[config.mk]
export PLATFORM = sky130hd
export DESIGN_NAME = hazard_scoreboard_unit
export DESIGN_NICKNAME = d
export VERILOG_FILES = /design/src/rtl/hazard_scoreboard_unit_pkg.sv /design/src/rtl/hazard_sb_entry.sv /design/src/rtl/hazard_scoreboard_unit.sv
export SDC_FILE = /design/constraint.sdc
export NUM_CORES = 1
export LEC_CHECK = 0
export BUFFER_PORTS_ARGS = -buffer_cell sky130_fd_sc_hd__buf_4
export CORE_MARGIN = 2
export CORE_UTILIZATION = 65
export CTS_CLUSTER_DIAMETER = 60
export CTS_CLUSTER_SIZE = 25
export DETAILED_ROUTE_END_ITERATION = 6
export PLACE_DENSITY = 0.9
export SETUP_SLACK_MARGIN = 0.2
export SLEW_MARGIN = 15
export SYNTH_ARGS = -nofsm -noshare
export SYNTH_HDL_FRONTEND = slang
export SYNTH_SLANG_ARGS = --single-unit
[constraint.sdc]
create_clock -name clk -period 10 [get_ports clk]
set_clock_uncertainty 0.05 [all_clocks]
set_input_delay 0.5 -clock clk [delete_from_list [all_inputs] [get_ports clk]]
set_output_delay 0.5 -clock clk [all_outputs]
set_load 0.005 [all_outputs]
[src/rtl/hazard_scoreboard_unit_pkg.sv]
// Shared defaults, producer latency constants and helpers for the hazard scoreboard.
// Optional stall-cycle performance counter is enabled by defining HAZ_PERF_CNT_EN.
package hazard_scoreboard_unit_pkg;

  localparam int DEF_NUM_REGS   = 32;
  localparam int DEF_REG_ADDR_W = 5;
  localparam int DEF_LAT_W      = 4;

  // Cycles until a producer's result can be bypassed into EX.
  localparam int LAT_ALU  = 1;
  localparam int LAT_LOAD = 2;
  localparam int LAT_MUL  = 4;
  localparam int LAT_DIV  = 12;

  function automatic logic [31:0] sat_inc32(input logic [31:0] v);
    return (v == 32'hFFFF_FFFF) ? v : v + 32'd1;
  endfunction

endpackage

[src/rtl/hazard_sb_entry.sv]
// One scoreboard countdown entry: loads a producer latency, counts down to zero,
// and exposes the compares the stall logic needs.
module hazard_sb_entry #(
  parameter int LAT_W = 4
) (
  input  logic             clk,
  input  logic             rst,
  input  logic             load,
  input  logic [LAT_W-1:0] load_val,
  input  logic [LAT_W-1:0] cmp_lat,
  output logic             is_zero,
  output logic             gt1,
  output logic             gt_lat
);

  logic [LAT_W-1:0] cnt_q, cnt_d;

  // A fresh issue overrides the countdown on the same cycle.
  always_comb begin
    cnt_d = cnt_q;
    if (load) begin
      cnt_d = load_val;
    end else if (cnt_q != '0) begin
      cnt_d = cnt_q - LAT_W'(1);
    end
  end

  always_ff @(posedge clk or posedge rst) begin
    if (rst) begin
      cnt_q <= '0;
    end else begin
      cnt_q <= cnt_d;
    end
  end

  assign is_zero = (cnt_q == '0);
  assign gt1     = (cnt_q > LAT_W'(1));
  assign gt_lat  = (cnt_q > cmp_lat);

endmodule

[src/rtl/hazard_scoreboard_unit.sv]
// Per-register countdown hazard unit for the MIPS32 ID stage: RAW/WAW stall detection,
// pipeline enables and control-NOP bubble. Define HAZ_PERF_CNT_EN for the stall counter.
module hazard_scoreboard_unit
  import hazard_scoreboard_unit_pkg::*;
#(
  parameter int NUM_REGS   = DEF_NUM_REGS,
  parameter int REG_ADDR_W = DEF_REG_ADDR_W,
  parameter int LAT_W      = DEF_LAT_W
) (
  input  logic                  clk,
  input  logic                  rst,
  input  logic                  id_valid,
  input  logic [REG_ADDR_W-1:0] id_rs,
  input  logic [REG_ADDR_W-1:0] id_rt,
  input  logic                  id_rs_used,
  input  logic                  id_rt_used,
  input  logic                  id_branch,
  input  logic                  id_wr_en,
  input  logic [REG_ADDR_W-1:0] id_wr_reg,
  input  logic [LAT_W-1:0]      id_lat,
  output logic                  stall,
  output logic                  PC_Enable,
  output logic                  IF_ID_Pipeline_Enable,
  output logic                  ID_Control_NOP,
  output logic                  busy_any,
  output logic [31:0]           stall_cycles
);

  logic [NUM_REGS-1:0] nz_vec;
  logic [NUM_REGS-1:0] gt1_vec;
  logic [NUM_REGS-1:0] gtlat_vec;
  logic                raw_rs;
  logic                raw_rt;
  logic                waw;
  logic                wr_nonzero;
  logic                stall_int;
  logic                issue;

  // Register 0 is hard-wired and never holds a pending result.
  assign nz_vec[0]    = 1'b0;
  assign gt1_vec[0]   = 1'b0;
  assign gtlat_vec[0] = 1'b0;

  for (genvar i = 1; i < NUM_REGS; i++) begin : g_entry
    logic zero_w;

    hazard_sb_entry #(
      .LAT_W(LAT_W)
    ) u_entry (
      .clk      (clk),
      .rst      (rst),
      .load     (issue && (id_wr_reg == REG_ADDR_W'(i))),
      .load_val (id_lat),
      .cmp_lat  (id_lat),
      .is_zero  (zero_w),
      .gt1      (gt1_vec[i]),
      .gt_lat   (gtlat_vec[i])
    );

    assign nz_vec[i] = ~zero_w;
  end

  // Branches compare in ID, so they need the value one cycle earlier than EX consumers.
  always_comb begin
    raw_rs     = id_rs_used && (id_branch ? nz_vec[id_rs] : gt1_vec[id_rs]);
    raw_rt     = id_rt_used && (id_branch ? nz_vec[id_rt] : gt1_vec[id_rt]);
    wr_nonzero = (id_wr_reg != '0);
    waw        = id_wr_en && wr_nonzero && gtlat_vec[id_wr_reg];
    stall_int  = id_valid && (raw_rs || raw_rt || waw);
    issue      = id_valid && !stall_int && id_wr_en && wr_nonzero;
  end

  assign stall                 = stall_int;
  assign PC_Enable             = ~stall_int;
  assign IF_ID_Pipeline_Enable = ~stall_int;
  assign ID_Control_NOP        = stall_int;
  assign busy_any              = |nz_vec;

`ifdef HAZ_PERF_CNT_EN
  logic [31:0] stall_cycles_q, stall_cycles_d;

  always_comb begin
    stall_cycles_d = stall_cycles_q;
    if (stall_int) begin
      stall_cycles_d = sat_inc32(stall_cycles_q);
    end
  end

  always_ff @(posedge clk or posedge rst) begin
    if (rst) begin
      stall_cycles_q <= 32'd0;
    end else begin
      stall_cycles_q <= stall_cycles_d;
    end
  end

  assign stall_cycles = stall_cycles_q;
`else
  assign stall_cycles = 32'd0;
`endif

endmodule

==> results.sh, run 1 <==
export IMPL_synth_edf_count=0
export IMPL_crit_path_max_incr_delay_ns=1.07
export IMPL_core_um2=19650
export IMPL_cp_end_kind="output pin"
export IMPL_slew_violations=0
export IMPL_viasPerCell=6.985
export IMPL_crit_path_top_delay_cell="a2111oi_0"
export IMPL_grt_overflow_total=0
export IMPL_reg_largest_list="g_entry.u_entry.cnt_q x124"
export IMPL_worstPathCellList="buf_4 > inv_2 > buf_4 > ha_1 > nand4_1 > nor4_1 > or4_1 > a2111o_1 > a2111oi_0 > a22oi_2 > buf_4 > nand3_1 > o21ai_0 > buf_4"
export IMPL_antenna_found_initial=0
export IMPL_finalCritPeriodShare_pct=60.78
export IMPL_wl_per_cell_um=22.58
export IMPL_clk_latency_ns=0.45
export IMPL_first_pass_iters=7
export IMPL_post_cts_buffers=0
export IMPL_rsz0062_at_grt="false"
export IMPL_critPathRequiredTime_ns=9.45
export IMPL_synth_xor_area_share_pct=4.071
export IMPL_grt_pass1_vias=11930
export IMPL_cts_root_buf="clkbuf_16"
export IMPL_insertedDiodeCount=0
export IMPL_syn_to_final_growth_pct=6.864
export IMPL_cts_max_path_buffers=2
export IMPL_num_vias=11972
export IMPL_synth_top_family_by_area="simple AND/OR/NAND/NOR gates"
export IMPL_largest_register_ffs=124
export IMPL_worstReg2RegStart="g_entry[24].u_entry.cnt_q[2]"
export IMPL_place_congestion=1.061
export IMPL_drcViolationCount=5
export IMPL_outcome="complete, but fails checks"
export IMPL_critPathLaunchType="primary input"
export IMPL_hold_violations=0
export IMPL_synth_main_ff_cell="dfrtp_1"
export IMPL_path_class="primary input to output pin"
export IMPL_htreeDepth=4
export IMPL_reg2reg_depth=10
export IMPL_cts_tree="yes"
export IMPL_netlist_instances=1427
export IMPL_path_depth=14
export IMPL_synth_area_leaders="dfrtp_1 (24%), ha_1 (21%), mux2i_1 (7.3%)"
export IMPL_grt_max_degree=65
export IMPL_r2r_end="g_entry[2].u_entry.cnt_q[0]"
export IMPL_muxShareOfSynthArea_pct=12.44
export IMPL_seq_area_frac_synth_pct=23.64
export IMPL_hp_class="primary input to async pin"
export IMPL_worstMarginPinSlew_ns=1.283
export IMPL_synth_top_area_cell="dfrtp_1"
export IMPL_rows=51
export IMPL_powerDensity_nw_per_um2=297.0
export IMPL_violations="DRC"
export IMPL_synthAdderAreaFrac_pct=20.59
export IMPL_yosysUniqueCellTypes=78
export IMPL_syn_avg_cell_area_um2=9.198
export IMPL_startpoint="id_lat[1]"
export IMPL_cts_buffers=17
export IMPL_die_width_um=146.1
export IMPL_setup_viol=0
export IMPL_fin_setup_tns_ns=0
export IMPL_drt_wl_total_um=38700
export IMPL_fmax_mhz=164.5
export IMPL_synth_compound_area_share_pct=11.57
export IMPL_dieArea_um2=21350
export IMPL_yosysWarnings=0
export IMPL_crit_path_end="PC_Enable"
export IMPL_grt_pass1_wl_um=61850
export IMPL_drv_cap=0
export IMPL_drive_above_1_share_pct=10.77
export IMPL_synth_top_area_share_pct=23.64
export IMPL_cp_common_cell="buf_4"
export IMPL_hpwlAfterDp_um=27320
export IMPL_synth_simple_gate_area_share_pct=21.62
export IMPL_p_leak_nw=6.933
export IMPL_cp_num_buf_inv=5
export IMPL_die_h_um=146.1
export IMPL_start_util_pct=66.78
export IMPL_syn_area_um2=13130
export IMPL_r2r_slack_ns=5.27
export IMPL_clkSinkCount=124
export IMPL_synth_seq_cells=124
export IMPL_place_port_buffers=30
export IMPL_synth_async_reset_ratio_pct=100.0
export IMPL_ant_nets=0
export IMPL_maxSlewHeadroom_pct=12.28
export IMPL_fin_crit_ns=6.078
export IMPL_max_vdd_ir_drop_uv=167.1
export IMPL_top_register="g_entry.u_entry.cnt_q"
export IMPL_cp_max_fo=38
export IMPL_drt_iter0_drc=1552
export IMPL_ctsHoldBuffers=0
export IMPL_nNetsFinal=1678
export IMPL_clk_pin_slew_worst_paths_ns=0.06
export IMPL_finalCoreUtilization_pct=71.36
export IMPL_crit_arrival_ns=5.53
export IMPL_grtUsageTotal_pct=36.51
export IMPL_pin_count=63
export IMPL_cts_resized=0
export IMPL_cp_top_family="compound AO/OA/AOI/OAI gates"
## layer usage
metal  GRT usage (%)  vias to the layer above  wire length (um)
met3           9.906                      266              4260
met4           24.08                        0              2786
met5               0                        -                 0
li1                -                     5235                 -
met1           43.62                     5632             14140
met2           58.00                      839             17520
## logic make-up (layout without fill, tap and decap cells)
| logic type | after synthesis | count (layout) |
|---|---|---|
| simple gates | 483 | 483 |
| compound gates | 236 | 236 |
| fa+ha+maj | 216 | 216 |
| buf+inv | 165 | 156 |
| mux | 141 | 141 |
| flops | 124 | 124 |
| xor+xnor | 61 | 61 |
| other cells | 1 | 32 |
## metrics by stage
| step | std cells | area [um2] | hold slack (ns) | setup WS (ns) | power [mW] |
|---|---|---|---|---|---|
| floorplan | 1458 | 13240 | 0.5172 | 5.326 | 2.816 |
| global placement | 1682 | 13420 | 0.5656 | 4.406 | 3.222 |
| detailed placement | 1682 | 13420 | 0.5716 | 4.255 | 3.395 |
| CTS | 1714 | 14030 | 0.2127 | 4.280 | 4.097 |
| global route | 1714 | 14030 | 0.2507 | 3.966 | 4.495 |
| finish | 1714 | 14030 | 0.1711 | 3.922 | 4.166 |
## worst reg2reg max path, delay by kind of cell, from the launching register on
family	cells	cell delay, ns
and+or+nand+nor	4	1.04
buffers and inverters	1	0.44
AOI/OAI and AO/OA	3	1.89
adders and majority gates	1	0.34
DFF	1	0.47
muxes	1	0.39
## cell usage in the layout, fill, tap and decap left out, types with 21 or more instances in the layout
master	netlist	layout
ha_1	216	216
or3_1	35	35
a21oi_1	66	66
buf_4	36	41
nor3b_1	23	23
o21ai_0	69	69
nor4_1	32	32
mux2i_1	96	96
xnor2_1	32	32
dfrtp_1	124	124
inv_1	81	77
mux2_2	23	23
conb_1	1	32
nand4_1	36	36
nor2b_1	21	21
nor2_1	78	78
nand2_1	111	111
nor3_1	58	58
xor2_1	29	29
## cell type report
class	instances	area, um2
repair buffers	41	307.8
inverters	83	314.1
well taps	265	331.6
multi-input cells	1169	9360
clock inverters	13	166.4
fillers	1428	5628
flip-flops and latches	124	3103
clock buffers	19	442.9
## Yosys cell counts, types with 32 or more instances
master	instances
nand2_1	111
nor3_1	58
a21oi_1	66
buf_4	36
nand4_1	36
or3_1	35
nor2_1	78
ha_1	216
nor4_1	32
o21ai_0	69
mux2i_1	96
xnor2_1	32
inv_1	81
dfrtp_1	124
## report_power, final
part	leakage, nW	internal [mW]	switching [mW]	total [mW]
registers	1.48	0.777	0.363	1.14
clock network	0.290	0.399	0.256	0.655
logic	5.16	1.05	1.32	2.37
total	6.93	2.22	1.94	4.17
## how the worst min path moves through the flow
stage / from / endpoint / slack (ns) / depth (start not counted)
global placement: g_entry[7].u_entry.cnt_q[3] / g_entry[7].u_entry.cnt_q[3] / 0.57 / 2
CTS: rst / g_entry[10].u_entry.cnt_q[1] / 0.21 / 2
floorplan: g_entry[22].u_entry.cnt_q[1] / g_entry[22].u_entry.cnt_q[1] / 0.52 / 2
global route: rst / g_entry[10].u_entry.cnt_q[3] / 0.25 / 2
detailed placement: g_entry[22].u_entry.cnt_q[1] / g_entry[22].u_entry.cnt_q[1] / 0.57 / 2
finish: rst / g_entry[9].u_entry.cnt_q[3] / 0.17 / 2
Note: power is estimated with default switching activity, not from simulation.
==> run 2, diff against run 1 <==
--- a/config.mk
+++ b/config.mk
@@ -5,13 +5,14 @@
 export SDC_FILE = /design/constraint.sdc
 export NUM_CORES = 1
 export LEC_CHECK = 0
+export ABC_AREA = 1
 export BUFFER_PORTS_ARGS = -buffer_cell sky130_fd_sc_hd__buf_4
 export CORE_MARGIN = 2
-export CORE_UTILIZATION = 65
+export CORE_UTILIZATION = 64
 export CTS_CLUSTER_DIAMETER = 60
 export CTS_CLUSTER_SIZE = 25
 export DETAILED_ROUTE_END_ITERATION = 6
-export PLACE_DENSITY = 0.9
+export PLACE_DENSITY = 0.88
 export SETUP_SLACK_MARGIN = 0.2
 export SLEW_MARGIN = 15
 export SYNTH_ARGS = -nofsm -noshare
==> constraint.sdc (replaced) <==
create_clock -name clk -period 5.7 [get_ports clk]
set_clock_uncertainty 0.05 [all_clocks]
set_input_delay 0.285 -clock clk [delete_from_list [all_inputs] [get_ports clk]]
set_output_delay 0.285 -clock clk [all_outputs]
set_load 0.005 [all_outputs]
==> run 2 against run 1 <==
Effect of this change:
- the flow now finishes without violations
- first-iteration DRC count increased by 4.6%
- area after synthesis up 7.1%
- design area rose by 6.4%
- clock power grew 88%
- critical path type unchanged
- critical endpoint is now IF_ID_Pipeline_Enable
- largest cell class unchanged
==> results.sh, run 2 <==
export IMPL_yosysMostFrequentCell="nand2_1"
export IMPL_wl_per_cell_um=18.38
export IMPL_synth_seq_cells=124
export IMPL_synth_area_leaders="dfrtp_1 (22%), ha_1 (19%), nand2_1 (18%)"
export IMPL_cts_tree="yes"
export IMPL_grt_overflow_total=0
export IMPL_start_util_pct=64.81
export IMPL_combPwrFrac_pct=60.5
export IMPL_path_class="primary input to output pin"
export IMPL_powerDensity_nw_per_um2=526.8
export IMPL_drt_wl_total_um=44500
export IMPL_place_port_buffers=30
export IMPL_setup_viol=0
export IMPL_place_congestion=1.042
export IMPL_hp_class="primary input to async pin"
export IMPL_pwr_share_clk_pct=15.7
export IMPL_core_um2=21690
export IMPL_synth_top_area_cell="dfrtp_1"
export IMPL_synth_async_reset_ratio_pct=100.0
export IMPL_p_leak_nw=8.459
export IMPL_seq_area_frac_synth_pct=22.07
export IMPL_grt_pass1_wl_um=71450
export IMPL_yosysUniqueCellTypes=29
export IMPL_largest_register_ffs=124
export IMPL_syn_avg_cell_area_um2=6.563
export IMPL_antenna_found_initial=0
export IMPL_final_common_cell="nand2_1"
export IMPL_post_cts_buffers=0
export IMPL_grtUsageTotal_pct=38.27
export IMPL_outcome="completed"
export IMPL_drive_above_1_share_pct=4.110
export IMPL_die_h_um=152.2
export IMPL_finalCritPeriodShare_pct=78.31
export IMPL_fin_crit_ns=4.464
export IMPL_n_fill_cell=1817
export IMPL_fmax_mhz=224.0
export IMPL_cp_max_fo=32
export IMPL_drt_iter0_drc=1623
export IMPL_cts_buffers=17
export IMPL_insertedDiodeCount=0
export IMPL_clk_latency_ns=0.45
export IMPL_grt_max_degree=86
export IMPL_drv_cap=0
export IMPL_netlist_instances=2142
export IMPL_yosysWarnings=0
export IMPL_dieArea_um2=23170
export IMPL_cts_resized=0
export IMPL_rsz0062_at_grt="false"
export IMPL_cts_max_path_buffers=2
export IMPL_drcViolationCount=0
export IMPL_p_switching_mw=3.976
export IMPL_slew_violations=0
export IMPL_finalPower_mw=7.860
export IMPL_maxSlewHeadroom_pct=32.76
export IMPL_synth_top_area_share_pct=22.07
export IMPL_max_vdd_ir_drop_uv=285.5
export IMPL_critPathLaunchType="primary input"
export IMPL_clk_pin_slew_worst_paths_ns=0.06
export IMPL_final_cell_mix="nand2_1 (664), inv_1 (286), ha_1 (216)"
export IMPL_worstMarginPinSlew_ns=1.009
export IMPL_fin_setup_tns_ns=0
export IMPL_clkSinkCount=124
export IMPL_hold_violations=0
export IMPL_rows=54
export IMPL_crit_arrival_ns=4.13
export IMPL_first_pass_iters=6
export IMPL_p_int_mw=3.883
export IMPL_htreeDepth=4
export IMPL_cp_end_kind="output pin"
export IMPL_top_register="g_entry.u_entry.cnt_q"
export IMPL_syn_area_um2=14060
export IMPL_critPathRequiredTime_ns=5.37
export IMPL_nNetsFinal=2370
export IMPL_viasPerCell=6.145
export IMPL_swShare_pct=50.59
export IMPL_hpwlAfterDp_um=29620
export IMPL_grt_pass1_vias=14109
export IMPL_ctsHoldBuffers=0
export IMPL_ant_nets=0
export IMPL_num_vias=14877
export IMPL_synth_edf_count=0
export IMPL_pin_count=63
export IMPL_cts_root_buf="clkbuf_16"
export IMPL_synthTopCellsByCount="nand2_1 (664), inv_1 (288), ha_1 (216)"
export IMPL_syn_to_final_growth_pct=6.133
export IMPL_synth_main_ff_cell="dfrtp_1"
export IMPL_die_width_um=152.2
export IMPL_reg_largest_list="g_entry.u_entry.cnt_q x124"
export IMPL_seqPwrFrac_pct=23.9
run 2: cell count changes after synthesis, moves of 44 or more:
| cell | before | now |
|---|---|---|
| inv_1 | 81 | 288 |
| mux2i_1 | 96 | 0 |
| nand2_1 | 111 | 664 |
| nand3_1 | 12 | 212 |
| nand4_1 | 36 | 167 |
| nor3_1 | 58 | 14 |
run 2: kinds of logic after synthesis:
group	Yosys count	synth area share [%]
xor gates and xnor gates	64	3.988
and+or+nand+nor	1188	37.00
buffers and inverters	399	11.96
other	1	0.02668
AOI/OAI and AO/OA	150	5.723
DFF	124	22.07
adders and majority gates	216	19.23
run 2: routing by layer:
layer	share of wire [%]	global-route usage [%]	vias to the layer above
li1	-	-	6913
met1	38	48.77	6747
met2	44	59.95	970
met3	12	8.333	247
met4	6.1	22.52	0
met5	0	0	-
run 2: final timing paths:
path | slack, ns | cells after the start | start | endpoint
worst max-delay path | 1.24 | 20 | id_lat[2] | IF_ID_Pipeline_Enable
worst min-delay path | 0.03 | 2 | rst | g_entry[17].u_entry.cnt_q[0]
worst max register to register | 2.24 | 16 | g_entry[1].u_entry.cnt_q[0] | g_entry[27].u_entry.cnt_q[1]
worst min register to register | 0.55 | 3 | g_entry[27].u_entry.cnt_q[0] | g_entry[27].u_entry.cnt_q[0]
max in group asynchronous | 4.23 | 3 | rst | g_entry[13].u_entry.cnt_q[0]
min in group clk | 0.35 | 3 | id_lat[2] | g_entry[21].u_entry.cnt_q[2]
run 2: metrics by stage:
stage                     setup WS (ns)  instance area (um2)  hold WS (ns)  util [%]  instances
after floorplan                   2.066                14170        0.3836         -       2173
after global placement            1.571                14280        0.5271     65.82       2389
after detailed placement          1.516                14280        0.5334     65.82       2389
after CTS                         1.462                14920       0.07480     68.79       2421
after global routing              1.110                14920        0.1273     68.79       2421
final                             1.236                14920       0.02747     68.79       2421
run 2: area by class of cell:
type                       instances  area [um2]  share of cell area, %
multi-input combinational       1650        9397                  62.98
sequential                       124        3103                  20.80
inverter                         294        1106                  7.414
clock buffer                      19       452.9                  3.036
tap                              280       350.3                  2.348
timing repair buffer              41       320.3                  2.147
clock inverter                    13       190.2                  1.275
run 2: power groups by stage:
stage / Clock [mW] / Sequential, mW / Combinational (mW)
6_report: 1.23 / 1.88 / 4.75
5_1_grt: 1.26 / 1.93 / 5.50
4_1_cts: 1.23 / 1.86 / 4.66
3_5_place_dp: 0 / 1.86 / 4.58
3_3_place_gp: 0 / 1.84 / 4.35
2_1_floorplan: 0 / 1.72 / 3.66
run 2: critical path: stages:
cell     delay [ns]
buf_4          0.48
inv_1          0.52
buf_4          0.40
ha_1           0.34
nand2_1        0.07
inv_1          0.07
nand2_1        0.07
nand2_1        0.06
nand2_1        0.09
nand2_1        0.06
nand2_1        0.08
nand2_1        0.05
nand2_1        0.06
nor2_1         0.06
a21oi_1        0.16
nor2_1         0.11
nor2_4         0.56
nor2_1         0.17
inv_1          0.26
buf_4          0.17
